### config.mk
export PLATFORM = sky130hd
export DESIGN_NAME = peripheral_spram_wb_bist
export DESIGN_NICKNAME = d
export VERILOG_FILES = /design/src/rtl/peripheral_spram_bist_pkg.sv /design/src/rtl/peripheral_spram_bist_patgen.sv /design/src/rtl/peripheral_spram_wb_bist.sv
export SDC_FILE = /design/constraint.sdc
export NUM_CORES = 1
export LEC_CHECK = 0
export ABC_AREA = 1
export CELL_PAD_IN_SITES_DETAIL_PLACEMENT = 1
export CELL_PAD_IN_SITES_GLOBAL_PLACEMENT = 1
export CORE_MARGIN = 5
export CORE_UTILIZATION = 37
export DETAILED_ROUTE_END_ITERATION = 8
export GPL_TIMING_DRIVEN = 0
export PLACE_DENSITY_LB_ADDON = 0.1
export SKIP_CTS_REPAIR_TIMING = 1
export SLEW_MARGIN = 10
export SYNTH_ARGS = -nofsm -noshare
export SYNTH_HDL_FRONTEND = slang
export SYNTH_HIERARCHICAL = 1
export SYNTH_SLANG_ARGS = --single-unit
### constraint.sdc
create_clock -name wb_clk_i -period 3 [get_ports wb_clk_i]
set_clock_uncertainty 0.15 [all_clocks]
set_input_delay 0.45 -clock wb_clk_i [delete_from_list [all_inputs] [get_ports wb_clk_i]]
set_output_delay 0.45 -clock wb_clk_i [all_outputs]
set_load 0.02 [all_outputs]
### src/rtl/peripheral_spram_bist_pkg.sv
// rtl/peripheral_spram_bist_pkg.sv - shared types and constants for the SPRAM BIST master
// Purpose: FSM state type, Wishbone burst codes, LFSR polynomial and pattern codes.
package peripheral_spram_bist_pkg;

    typedef enum logic [2:0] {
        IDLE,
        WRITE,
        WGAP,
        READ,
        RGAP,
        DONE
    } bist_state_t;

    localparam logic [2:0]  CTI_INCR   = 3'b010;
    localparam logic [2:0]  CTI_EOB    = 3'b111;
    localparam logic [1:0]  BTE_LINEAR = 2'b00;

    localparam logic [31:0] LFSR_POLY  = 32'h8020_0003;

    localparam logic [1:0]  PAT_ADDR   = 2'd0;
    localparam logic [1:0]  PAT_LFSR   = 2'd1;
    localparam logic [1:0]  PAT_CONST  = 2'd2;
    localparam logic [1:0]  PAT_NADDR  = 2'd3;

    // Right-shifting Galois step: feedback bit is the LSB shifted out.
    function automatic logic [31:0] lfsr_next(input logic [31:0] v);
        return (v >> 1) ^ (v[0] ? LFSR_POLY : 32'h0);
    endfunction

endpackage

### src/rtl/peripheral_spram_bist_patgen.sv
// rtl/peripheral_spram_bist_patgen.sv - BIST data pattern generator
// Purpose: produces the write word in the write phase and the expected word in the read phase.
// Ports: clk_i/rst_ni clock and async active-low reset; pattern_i selects the pattern;
//        adr_i current byte address; const_i constant word; load_i reloads the LFSR seed
//        (wins over step_i); step_i advances the LFSR once; data_o pattern word.
module peripheral_spram_bist_patgen
    import peripheral_spram_bist_pkg::*;
#(
    parameter logic [31:0] SEED = 32'hACE1_0001
) (
    input  logic        clk_i,
    input  logic        rst_ni,
    input  logic [1:0]  pattern_i,
    input  logic [31:0] adr_i,
    input  logic [31:0] const_i,
    input  logic        load_i,
    input  logic        step_i,
    output logic [31:0] data_o
);

    logic [31:0] lfsr_q;
    logic [31:0] lfsr_d;

    always_comb begin
        lfsr_d = lfsr_q;
        if (load_i) begin
            lfsr_d = SEED;
        end else if (step_i) begin
            lfsr_d = lfsr_next(lfsr_q);
        end
    end

    always_ff @(posedge clk_i or negedge rst_ni) begin
        if (!rst_ni) begin
            lfsr_q <= SEED;
        end else begin
            lfsr_q <= lfsr_d;
        end
    end

    always_comb begin
        data_o = adr_i;
        unique case (pattern_i)
            PAT_ADDR:  data_o = adr_i;
            PAT_LFSR:  data_o = lfsr_q;
            PAT_CONST: data_o = const_i;
            PAT_NADDR: data_o = ~adr_i;
            default:   data_o = adr_i;
        endcase
    end

endmodule

### src/rtl/peripheral_spram_wb_bist.sv
// rtl/peripheral_spram_wb_bist.sv - Wishbone burst BIST master for the SPRAM
// Purpose: writes a pattern over the whole RAM in linear bursts, reads it back and compares.
// Ports: wb_clk_i/wb_rst_ni clock and async active-low reset; start_i/pattern_i/const_i test
//        request; busy_o/done_o/err_o/bus_err_o/err_adr_o/err_cnt_o status; wb_* Wishbone master.
module peripheral_spram_wb_bist
    import peripheral_spram_bist_pkg::*;
#(
    parameter int unsigned DEPTH     = 1024,
    parameter int unsigned BURST_LEN = 16,
    parameter logic [31:0] SEED      = 32'hACE1_0001
) (
    input  logic        wb_clk_i,
    input  logic        wb_rst_ni,
    input  logic        start_i,
    input  logic [1:0]  pattern_i,
    input  logic [31:0] const_i,
    output logic        busy_o,
    output logic        done_o,
    output logic        err_o,
    output logic        bus_err_o,
    output logic [31:0] err_adr_o,
    output logic [15:0] err_cnt_o,
    output logic [31:0] wb_adr_o,
    output logic [31:0] wb_dat_o,
    output logic [3:0]  wb_sel_o,
    output logic        wb_we_o,
    output logic        wb_cyc_o,
    output logic        wb_stb_o,
    output logic [2:0]  wb_cti_o,
    output logic [1:0]  wb_bte_o,
    input  logic [31:0] wb_dat_i,
    input  logic        wb_ack_i,
    input  logic        wb_err_i
);

    localparam int unsigned    BW        = (BURST_LEN > 1) ? $clog2(BURST_LEN) : 1;
    localparam logic [BW-1:0]  LAST_BEAT = BW'(BURST_LEN - 1);
    localparam logic [31:0]    LAST_ADR  = 32'(DEPTH - 4);

    bist_state_t   state_q,   state_d;
    logic [31:0]   adr_q,     adr_d;
    logic [BW-1:0] beat_q,    beat_d;
    logic [1:0]    pattern_q, pattern_d;
    logic [31:0]   const_q,   const_d;
    logic          cyc_q,     cyc_d;
    logic          stb_q,     stb_d;
    logic          we_q,      we_d;
    logic          busy_q,    busy_d;
    logic          done_q,    done_d;
    logic          err_q,     err_d;
    logic          bus_err_q, bus_err_d;
    logic [31:0]   err_adr_q, err_adr_d;
    logic [15:0]   err_cnt_q, err_cnt_d;

    logic          pat_load;
    logic          pat_step;
    logic [31:0]   pat_data;

    peripheral_spram_bist_patgen #(
        .SEED(SEED)
    ) u_patgen (
        .clk_i    (wb_clk_i),
        .rst_ni   (wb_rst_ni),
        .pattern_i(pattern_q),
        .adr_i    (adr_q),
        .const_i  (const_q),
        .load_i   (pat_load),
        .step_i   (pat_step),
        .data_o   (pat_data)
    );

    always_comb begin
        state_d   = state_q;
        adr_d     = adr_q;
        beat_d    = beat_q;
        pattern_d = pattern_q;
        const_d   = const_q;
        cyc_d     = cyc_q;
        stb_d     = stb_q;
        we_d      = we_q;
        busy_d    = busy_q;
        done_d    = done_q;
        err_d     = err_q;
        bus_err_d = bus_err_q;
        err_adr_d = err_adr_q;
        err_cnt_d = err_cnt_q;
        pat_load  = 1'b0;
        pat_step  = 1'b0;

        unique case (state_q)
            IDLE: begin
                if (start_i) begin
                    pattern_d = pattern_i;
                    const_d   = const_i;
                    err_d     = 1'b0;
                    bus_err_d = 1'b0;
                    err_adr_d = 32'h0;
                    err_cnt_d = 16'h0;
                    done_d    = 1'b0;
                    busy_d    = 1'b1;
                    adr_d     = 32'h0;
                    beat_d    = '0;
                    pat_load  = 1'b1;
                    cyc_d     = 1'b1;
                    stb_d     = 1'b1;
                    we_d      = 1'b1;
                    state_d   = WRITE;
                end
            end
            WRITE, READ: begin
                if (wb_err_i) begin
                    cyc_d     = 1'b0;
                    stb_d     = 1'b0;
                    we_d      = 1'b0;
                    err_d     = 1'b1;
                    bus_err_d = 1'b1;
                    err_adr_d = adr_q;
                    busy_d    = 1'b0;
                    done_d    = 1'b1;
                    state_d   = DONE;
                end else if (wb_ack_i) begin
                    if (state_q == READ && wb_dat_i != pat_data) begin
                        err_d = 1'b1;
                        if (!err_q) begin
                            err_adr_d = adr_q;
                        end
                        if (err_cnt_q != 16'hFFFF) begin
                            err_cnt_d = err_cnt_q + 16'd1;
                        end
                    end
                    adr_d    = adr_q + 32'd4;
                    beat_d   = beat_q + BW'(1);
                    pat_step = 1'b1;
                    if (beat_q == LAST_BEAT) begin
                        beat_d  = '0;
                        cyc_d   = 1'b0;
                        stb_d   = 1'b0;
                        state_d = (state_q == WRITE) ? WGAP : RGAP;
                    end
                    if (adr_q == LAST_ADR) begin
                        beat_d = '0;
                        cyc_d  = 1'b0;
                        stb_d  = 1'b0;
                        we_d   = 1'b0;
                        if (state_q == WRITE) begin
                            // Read phase regenerates the same sequence from the seed.
                            adr_d    = 32'h0;
                            pat_load = 1'b1;
                            state_d  = RGAP;
                        end else begin
                            // Hold the final address rather than stepping past the RAM.
                            adr_d   = adr_q;
                            busy_d  = 1'b0;
                            done_d  = 1'b1;
                            state_d = DONE;
                        end
                    end
                end
            end
            WGAP: begin
                cyc_d   = 1'b1;
                stb_d   = 1'b1;
                state_d = WRITE;
            end
            RGAP: begin
                cyc_d   = 1'b1;
                stb_d   = 1'b1;
                state_d = READ;
            end
            DONE: begin
                state_d = IDLE;
            end
            default: begin
                state_d = IDLE;
            end
        endcase
    end

    always_ff @(posedge wb_clk_i or negedge wb_rst_ni) begin
        if (!wb_rst_ni) begin
            state_q   <= IDLE;
            adr_q     <= 32'h0;
            beat_q    <= '0;
            pattern_q <= 2'd0;
            const_q   <= 32'h0;
            cyc_q     <= 1'b0;
            stb_q     <= 1'b0;
            we_q      <= 1'b0;
            busy_q    <= 1'b0;
            done_q    <= 1'b0;
            err_q     <= 1'b0;
            bus_err_q <= 1'b0;
            err_adr_q <= 32'h0;
            err_cnt_q <= 16'h0;
        end else begin
            state_q   <= state_d;
            adr_q     <= adr_d;
            beat_q    <= beat_d;
            pattern_q <= pattern_d;
            const_q   <= const_d;
            cyc_q     <= cyc_d;
            stb_q     <= stb_d;
            we_q      <= we_d;
            busy_q    <= busy_d;
            done_q    <= done_d;
            err_q     <= err_d;
            bus_err_q <= bus_err_d;
            err_adr_q <= err_adr_d;
            err_cnt_q <= err_cnt_d;
        end
    end

    assign busy_o    = busy_q;
    assign done_o    = done_q;
    assign err_o     = err_q;
    assign bus_err_o = bus_err_q;
    assign err_adr_o = err_adr_q;
    assign err_cnt_o = err_cnt_q;
    assign wb_adr_o  = adr_q;
    assign wb_dat_o  = (stb_q && we_q) ? pat_data : 32'h0;
    assign wb_sel_o  = stb_q ? 4'hF : 4'h0;
    assign wb_we_o   = we_q;
    assign wb_cyc_o  = cyc_q;
    assign wb_stb_o  = stb_q;
    assign wb_cti_o  = !stb_q ? 3'b000 : ((beat_q == LAST_BEAT) ? CTI_EOB : CTI_INCR);
    assign wb_bte_o  = BTE_LINEAR;

endmodule

==> impl.org, run 1 <==
** Run status
- Result of the run :: finished, final reports clean

** Global routing
- Number of antenna violations at the first check in global routing :: 0
- Number of global-route vias before repair :: 10200
- Global-route usage over all layers :: 24.9%
- The first global-routing pass estimated 56900 um of wire.
- For this run the aggregate overflow at the end of global routing stands at 0.
- Entering global routing, the biggest net connects 97 pins.

** Worst setup path
- Critical path arrival :: 3040 ps
- Required arrival time at the worst endpoint :: 3170 ps
- Counting both buffers and inverters, the worst setup path holds a total of 4.
- Crit path capture type :: register
- CP Launch Type :: register
- Worst reg2reg setup slack :: 130 ps
- Ordered cell list for the critical path :: buf_6 -> buf_4 -> buf_2 -> nand3_1 -> nand4_1 -> xnor2_1 -> nand2_1 -> nor2_2 -> nand2_2 -> nor2_4 -> nand2_2 -> nand3_2 -> nand2_4 -> buf_2 -> nand3_1 -> nand2_1
- For this design, the slowest cell found on the critical path is sky130_fd_sc_hd__dfrtp_1.
- Origin of the critical flop-to-flop path :: pattern_q[1]$_DFFE_PN0P_
- Startpoint-to-endpoint class of the critical path :: reg2reg
- Kind of cell with the highest combined delay on the critical path :: simple AND/OR/NAND/NOR gates
- The largest single stage delay on the critical path is 390 ps.
- Length in cells of the worst reg-to-reg path :: 16
- The endpoint identified for the worst register-to-register timing path is err_adr_o[17]$_DFFE_PN0P_.
- Maximum fanout count along the critical path :: 10

** Clock network
- CTS tree :: yes
- CTS root buf :: sky130_fd_sc_hd__clkbuf_16
- Counting the buffers created by CTS gives 17.
- The clock passes through at most 2 buffers.
- The H-tree was split into 4 levels.
- Clock transition at the registers of the reported paths :: 70 ps
- Num Clock Sinks :: 156
- Clk_lat worst skew :: 440 ps

** Logic synthesis
- Post-Synthesis Cell Area :: 0.00965 mm2
- In this run the biggest area consumer among cell types represents 38.1% of the synthesized area.
- Register area share after synthesis :: 40.6%
- Post-synth EDFFs :: 0
- Top flip-flop cell by instance count after synthesis :: sky130_fd_sc_hd__dfrtp_1
- Yosys mapped the design onto 41 distinct sky130hd cell types.
- Largest area contributor in the netlist :: sky130_fd_sc_hd__dfrtp_1
- Counting flops and latches in the post-synthesis netlist gives 156.
- Top post-synthesis cells by count :: sky130_fd_sc_hd__nand2_1 (370), sky130_fd_sc_hd__nand3_1 (163), sky130_fd_sc_hd__inv_1 (158), sky130_fd_sc_hd__dfrtp_1 (147), sky130_fd_sc_hd__nor2_1 (132)
- In the synthesized netlist the async set-or-reset flop fraction comes to 100%.
- Yosys attributes the largest share of cell area to sky130_fd_sc_hd__dfrtp_1 (38%), sky130_fd_sc_hd__nand2_1 (14%), sky130_fd_sc_hd__nand3_1 (8.5%).
- A synthesized cell averages 7.28 um2.
- Gate count after technology mapping :: 1325
- Most frequently used cell type in the post-synthesis netlist :: sky130_fd_sc_hd__nand2_1
- Synth Warn # :: 6

** Timing
- Timing would allow up to 0.349 GHz.
- Crit share post-route :: 95.6%
- Final Setup Violations :: 0
- For the finished layout, the period the worst path requires is 2870 ps.
- Worst-margin pin slew :: 778 ps
- Measured against its own limit, the worst slew margin works out to 48.1%.
- Final Hold Violating Endpoints :: 0
- Final-report max-slew violation count :: 0
- Final worst-path setup slack :: 131 ps

** Finish
- In the final layout, the share of cells above drive strength 1 is 13.4%.
- Synthesis-to-finish area growth :: 34.0%
- End-of-flow core utilization :: 50.0%
- Filler cells :: 3243
- After the flow finishes, the layout carries non-filler instances totaling 1904.
- Summing all multi-input logic gate instances after layout gives 0.00479 mm2.
- Net total in the final layout :: 1631
- The repair_antennas step left the layout with diodes totalling 0.
- Register Area :: 0.00393 mm2

** Flow run
- Max capacitance violation total :: 0

** Drt
- For this run, design rule violations remaining after detail routing come to 0.
- After detailed routing, the average wire length per cell comes to 19.2 um.
- Number of vias per cell after detailed routing :: 5.21
- The detailed router finished its first iteration with 600 violations.
- Number of routed nets with antenna violations :: 0
- Via Count :: 9922
- Wires add up to 36600 um.
- For this run, the detailed router's first-pass iteration total came to 5.

** Worst hold path
- The path with the worst hold slack has its endpoint at err_adr_o[10]$_DFFE_PN0P_.
- Worst hold path startpoint :: err_adr_o[10]$_DFFE_PN0P_
- The worst hold path passes through 2 cells.
- The worst hold path belongs to the class reg2reg.

** Power
- VDD sags by at most 0.459 mV.
- Power spread over the standard cell area amounts to 844 mW/mm2.
- Power Total :: 0.0109 W
- Leakage power :: 6.22 nW

** Place
- Placement-stage worst setup slack :: -328 ps
- Placed wire-length estimate :: 27700 um
- Count of placed standard cells including taps :: 1862
- Routability congestion estimate :: 0.903
- Number of buffers inserted by port buffering :: 194

** Floorplan
- Die area :: 0.0294 mm2
- Once the floorplan was initialized, standard cells occupied 37.3% of the core.
- In this run the core area contains 59 standard-cell rows.
- Core box area :: 0.0258 mm2
- # IOs :: 199
- From left edge to right edge, the die measures 171 um.
- Vertical extent of the die :: 171 um
stage by stage:
| stage | hold slack, ps | setup TNS, ps | instance area, um2 |
|---|---|---|---|
| after floorplan | 4.41 | 0 | 9670 |
| after global placement | 303 | -847850 | 12000 |
| after detailed placement | 267 | -17380 | 12100 |
| after CTS | -200 | -24290 | 12600 |
| after global routing | 349 | -88.5 | 12900 |
| final | 319 | 0 | 12900 |
layout by cell type (no fill, tap or decap), drive strengths merged:
cell             n
a22o             1
a22oi            1
clkinv           7
inv            170
o21bai           1
nor2           140
xnor2           25
nor4             5
clkinvlp         4
clkdlybuf4s50  161
dfstp            9
mux2            34
and3             2
o21ai           45
buf             62
a21oi           11
dlymetal6s2s    32
clkbuf          37
dlygate4sd3      1
nor3b            1
ha               4
a21boi           1
nand3          163
o22ai           18
nor3            20
o31ai            4
or2              6
conb             8
xor2            16
nand2          374
nand4           59
dfrtp          147
worst min-delay path: cells and delay by family (launching register included):
family,cells,cell delay (ps)
flops,1,340
simple gates,2,90
cells by family (layout without fill, tap and decap cells):
group                      Yosys count  in the layout  synth area share, %
muxes                               34             34                 3.97
other                                1              8               0.0389
adders and majority gates            4              4                0.519
AOI/OAI and AO/OA                   82             82                 5.47
buffers and inverters              237            474                 10.9
DFF                                156            156                 40.6
xor gates and xnor gates            41             41                 3.72
and+or+nand+nor                    770            770                 34.8
power breakdown:
part,internal [W],total (W),switching (W),leakage (nW)
registers,0.00262,0.00297,0.000354,2.03
clock network,0.00110,0.00210,0.000999,0.262
logic,0.00215,0.00584,0.00369,3.92
total,0.00586,0.0109,0.00505,6.22
final cells by class:
| type | count | area share [%] |
|---|---|---|
| clock buffer | 18 | 3.40 |
| tap | 335 | 3.24 |
| sequential | 156 | 30.4 |
| timing repair buffer | 205 | 16.5 |
| clock inverter | 14 | 0.891 |
| buffer | 70 | 3.63 |
| multi-input combinational | 939 | 37.1 |
| inverter | 167 | 4.87 |
flip-flops by register name, indices dropped and copies added, names as in the netlist, 2 cells and up:
register,flops
err_adr_o,31
wb_adr_o,30
const_q,32
err_cnt_o,16
beat_q,4
u_patgen/lfsr_q,32
pattern_q,2
state_q,3
layer usage:
layer / up-vias / track usage [%] / part of all wire [%]
met4: 0 / 5.30 / 1.3
met3: 43 / 5.91 / 6.8
met2: 320 / 40.1 / 46
met5: - / 0 / 0
met1: 4850 / 34.2 / 46
li1: 4709 / - / -
how the worst max path moves through the flow:
stage | startpoint | endpoint | slack, ps | cells after the start
6_report | pattern_q[1]$_DFFE_PN0P_ | err_adr_o[17]$_DFFE_PN0P_ | 130 | 16
2_1_floorplan | wb_adr_o[5]$_DFFE_PN0P_ | u_patgen/lfsr_q[1]$_DFFE_PN0P_ | 650 | 13
5_1_grt | wb_adr_o[18]$_DFFE_PN0P_ | u_patgen/lfsr_q[13]$_DFFE_PN0P_ | -40 | 12
4_1_cts | pattern_q[1]$_DFFE_PN0P_ | err_adr_o[7]$_DFFE_PN0P_ | -350 | 18
3_5_place_dp | pattern_q[1]$_DFFE_PN0P_ | err_adr_o[7]$_DFFE_PN0P_ | -330 | 18
3_3_place_gp | wb_rst_ni | err_cnt_o[5]$_DFFE_PN0P_ | -5490 | 1
No activity file was read; power rests on OpenSTA's default activity.
==> run 2, diff against run 1 <==
--- a/config.mk
+++ b/config.mk
@@ -8,6 +8,7 @@
 export ABC_AREA = 1
 export CELL_PAD_IN_SITES_DETAIL_PLACEMENT = 1
 export CELL_PAD_IN_SITES_GLOBAL_PLACEMENT = 1
+export CORE_ASPECT_RATIO = 1.5
 export CORE_MARGIN = 5
 export CORE_UTILIZATION = 37
 export DETAILED_ROUTE_END_ITERATION = 8
==> run 2 against run 1 <==
Power up 0.97%. Non-clock buffer count increased by 1. Clock power up 10%. Critical endpoint is now u_patgen/lfsr_q[19]$_DFFE_PN0P_. Largest cell class unchanged.
==> impl.org, run 2 (synthesized netlist as in run 1, its figures left out) <==
** Finish
- Net total in the final layout :: 1632 (+0.061%)
- The area growth from synthesis to layout is 34.9%.
- Commonest non-fill, non-tap cell in the layout :: sky130_fd_sc_hd__nand2_1
- The area of all placed cells without fillers was 0.0130 mm2 (+0.67%).
- Area used by multi-input combinational logic :: 0.00479 mm2 (unchanged)
- The share of layout cells above drive strength 1 was 13.0% (-0.39 points).
- The count of fill cells added during filler insertion was 3250 (+0.22%).
- Register Area :: 0.00392 mm2 (-0.16%)
- Most frequent cells in the layout :: sky130_fd_sc_hd__nand2_1 (366), sky130_fd_sc_hd__nand3_1 (161), sky130_fd_sc_hd__clkdlybuf4s50_1 (161), sky130_fd_sc_hd__inv_1 (155), sky130_fd_sc_hd__dfrtp_1 (141)

** Power
- The power per standard cell area came to 846 mW/mm2 (+0.30%).
- The overall power after layout was 0.0110 W (+0.97%).
- Leakage power :: 6.27 nW (+0.87%)
- The worst supply voltage drop on vdd came to 0.446 mV (-2.9%).

** Drt
- Residual DRC :: 0 (unchanged)
- The count of routing violations after the opening detailed-route iteration came to 458 (-24%).
- DR WL/cell :: 19.5 um (+1.5%)
- The number of routed nets with antenna violations was 0 (unchanged).
- Drt pass-1 iters :: 5 (unchanged)
- Final WL :: 37200 um (+1.6%)
- Number of vias per cell after detailed routing :: 5.13 (-1.5%)
- Via Count :: 9780 (-1.4%)

** Clock network
- The number of buffers created by CTS was 17 (unchanged).
- CTS tree :: yes
- Clk_lat worst skew :: 450 ps (about the same)
- CTS root buf :: sky130_fd_sc_hd__clkbuf_16
- The clock transition time at the flip-flop clock pins of the worst setup and hold paths is 60 ps (about the same).
- Clock Path Buffers :: 2 (unchanged)
- The clock sink total was 156 (unchanged).
- The number of H-tree levels came to 4 (unchanged).

** Timing
- The worst hold slack after final layout came to 319 ps (-0.251 ps).
- Max Clk Rate :: 0.344 GHz (-1.3%)
- Setup repair after global routing could not meet its margin everywhere.
- Min Tclk post-route :: 2910 ps (+37.6 ps)
- Final-report max-slew violation count :: 0 (unchanged)
- The worst relative slew slack is 48.3% (+0.20 points).
- Worst-margin pin slew :: 775 ps (-2.98 ps)
- The least setup slack across all paths after layout was 93.5 ps (-37.6 ps).
- The count of endpoints failing setup in the final report was 0 (unchanged).
- Final Hold Violating Endpoints :: 0 (unchanged)
- Crit share post-route :: 96.9% (+1.3 points)

** Floorplan
- The starting utilization of the core area is 37.4% (+0.11 points).
- The die extent in x came to 142 um (-17%).
- Number of placement rows :: 72 (+22%)
- The area of the core came to 0.0258 mm2 (-0.28%).
- # IOs :: 199 (unchanged)
- Vertical extent of the die :: 208 um (+21%)
- The overall die area was 0.0295 mm2 (+0.23%).

** Run status
- The run finished with clean final reports.

** Worst setup path
- The signal on the critical path passes through nand2_1 -> nor2_4 -> nand4_1 -> nor3_4 -> nand3_2 -> nand2_4 -> buf_4 -> nor2_1 -> buf_6 -> inv_2 -> nand2_1 -> clkbuf_4 -> o22ai_1.
- The critical-path maximum fanout was 10 (unchanged).
- Length in cells of the worst reg-to-reg path :: 13 (-3)
- Cell type with the highest occurrence count on the critical path :: sky130_fd_sc_hd__nand2_1
- Crit path capture type :: register
- Buffer and inverter count on the worst path :: 4 (unchanged)
- Among cell families on the critical path, the largest total delay comes from simple AND/OR/NAND/NOR gates.
- The setup path with the least slack is of type reg2reg.
- The startpoint identified for the worst register-to-register timing path is wb_adr_o[5]$_DFFE_PN0P_.
- Required arrival time at the worst endpoint :: 3200 ps (+30 ps)
- Worst reg2reg setup slack :: 90 ps (-40 ps)
- Critical-path cell with the highest stage delay :: sky130_fd_sc_hd__dfrtp_2
- STA classifies the critical path startpoint as a register.
- The delay of the slowest cell on the worst path came to 410 ps (+20 ps).
- Endpoint of the worst register-to-register path :: u_patgen/lfsr_q[19]$_DFFE_PN0P_
- The arrival time at the worst endpoint was 3100 ps (+60 ps).

** Place
- The sum of net half-perimeters after detailed placement was 29800 um (+7.3%).
- Routability congestion estimate :: 0.969 (+7.3%)
- Number of buffers inserted by port buffering :: 194 (unchanged)
- The worst setup slack before clock tree synthesis came to -646 ps (-318 ps).
- The post-place instance area was 0.0121 mm2 (about the same).

** Global routing
- Pin count of the biggest net entering global routing :: 93 (-4.1%)
- The initial antenna violation count is 2 (+2).
- The number of global-route vias before repair is 10200 (unchanged).
- The all-layer global routing usage came to 25.3% (+0.41 points).
- Total global routing overflow :: 0 (unchanged)
- Wire length of the first global-routing pass :: 57800 um (+1.6%)

** Worst hold path
- Number of stages on the worst hold path :: 2 (unchanged)
- End point of the worst hold path :: err_adr_o[23]$_DFFE_PN0P_
- The min-delay analysis places its worst path in the category reg2reg.
- The startpoint identified for the worst hold timing path is err_adr_o[23]$_DFFE_PN0P_.

** Flow run
- The max-cap check violation count is 0 (unchanged).
## run 2: cell type report
type | count | share of cell area, %
multi-input combinational | 939 | 36.8
inverter | 167 | 4.84
timing repair buffer | 206 | 16.4
sequential | 156 | 30.1
clock inverter | 13 | 1.27
buffer | 70 | 3.75
clock buffer | 19 | 3.48
antenna | 2 | 0.0385
tap | 333 | 3.20
## run 2: worst max path at each step
stage / cells past startpoint / slack, ps / endpoint / start
final: 13 / 90 / u_patgen/lfsr_q[19]$_DFFE_PN0P_ / wb_adr_o[5]$_DFFE_PN0P_
after detailed placement: 13 / -650 / u_patgen/lfsr_q[6]$_DFFE_PN0P_ / wb_adr_o[5]$_DFFE_PN0P_
after CTS: 13 / -720 / u_patgen/lfsr_q[19]$_DFFE_PN0P_ / wb_adr_o[5]$_DFFE_PN0P_
after floorplan: 13 / 650 / u_patgen/lfsr_q[1]$_DFFE_PN0P_ / wb_adr_o[5]$_DFFE_PN0P_
after global placement: 1 / -5400 / err_cnt_o[11]$_DFFE_PN0P_ / wb_rst_ni
after global routing: 12 / -50 / u_patgen/lfsr_q[19]$_DFFE_PN0P_ / state_q[2]$_DFFE_PN0P_
## run 2: routing by layer
metal	global-route usage, %	wire length, um
met2	46.0	19900
met5	0	0
met1	29.3	14600
met3	3.23	1290
met4	10.6	1410
## run 2: power by group
| part | leakage, nW | total (W) | switching, W | internal [W] |
|---|---|---|---|---|
| logic | 3.94 | 0.00574 | 0.00360 | 0.00214 |
| registers | 2.04 | 0.00296 | 0.000348 | 0.00262 |
| clock network | 0.292 | 0.00231 | 0.000951 | 0.00136 |
## run 2: worst min-delay path, cell delays in order, from the launching register on
cell,delay (ps)
sky130_fd_sc_hd__dfrtp_1,340
sky130_fd_sc_hd__nand2_1,50
sky130_fd_sc_hd__nand2_1,40
## run 2: stage by stage
stage                     std cells  util, %  TNS [ps]
final                          1905     50.5         0
after global routing           1905     50.5      -204
after global placement         1859     46.7   -848400
after floorplan                1332        -         0
after CTS                      1892     49.2    -38490
after detailed placement       1860     46.8    -29860
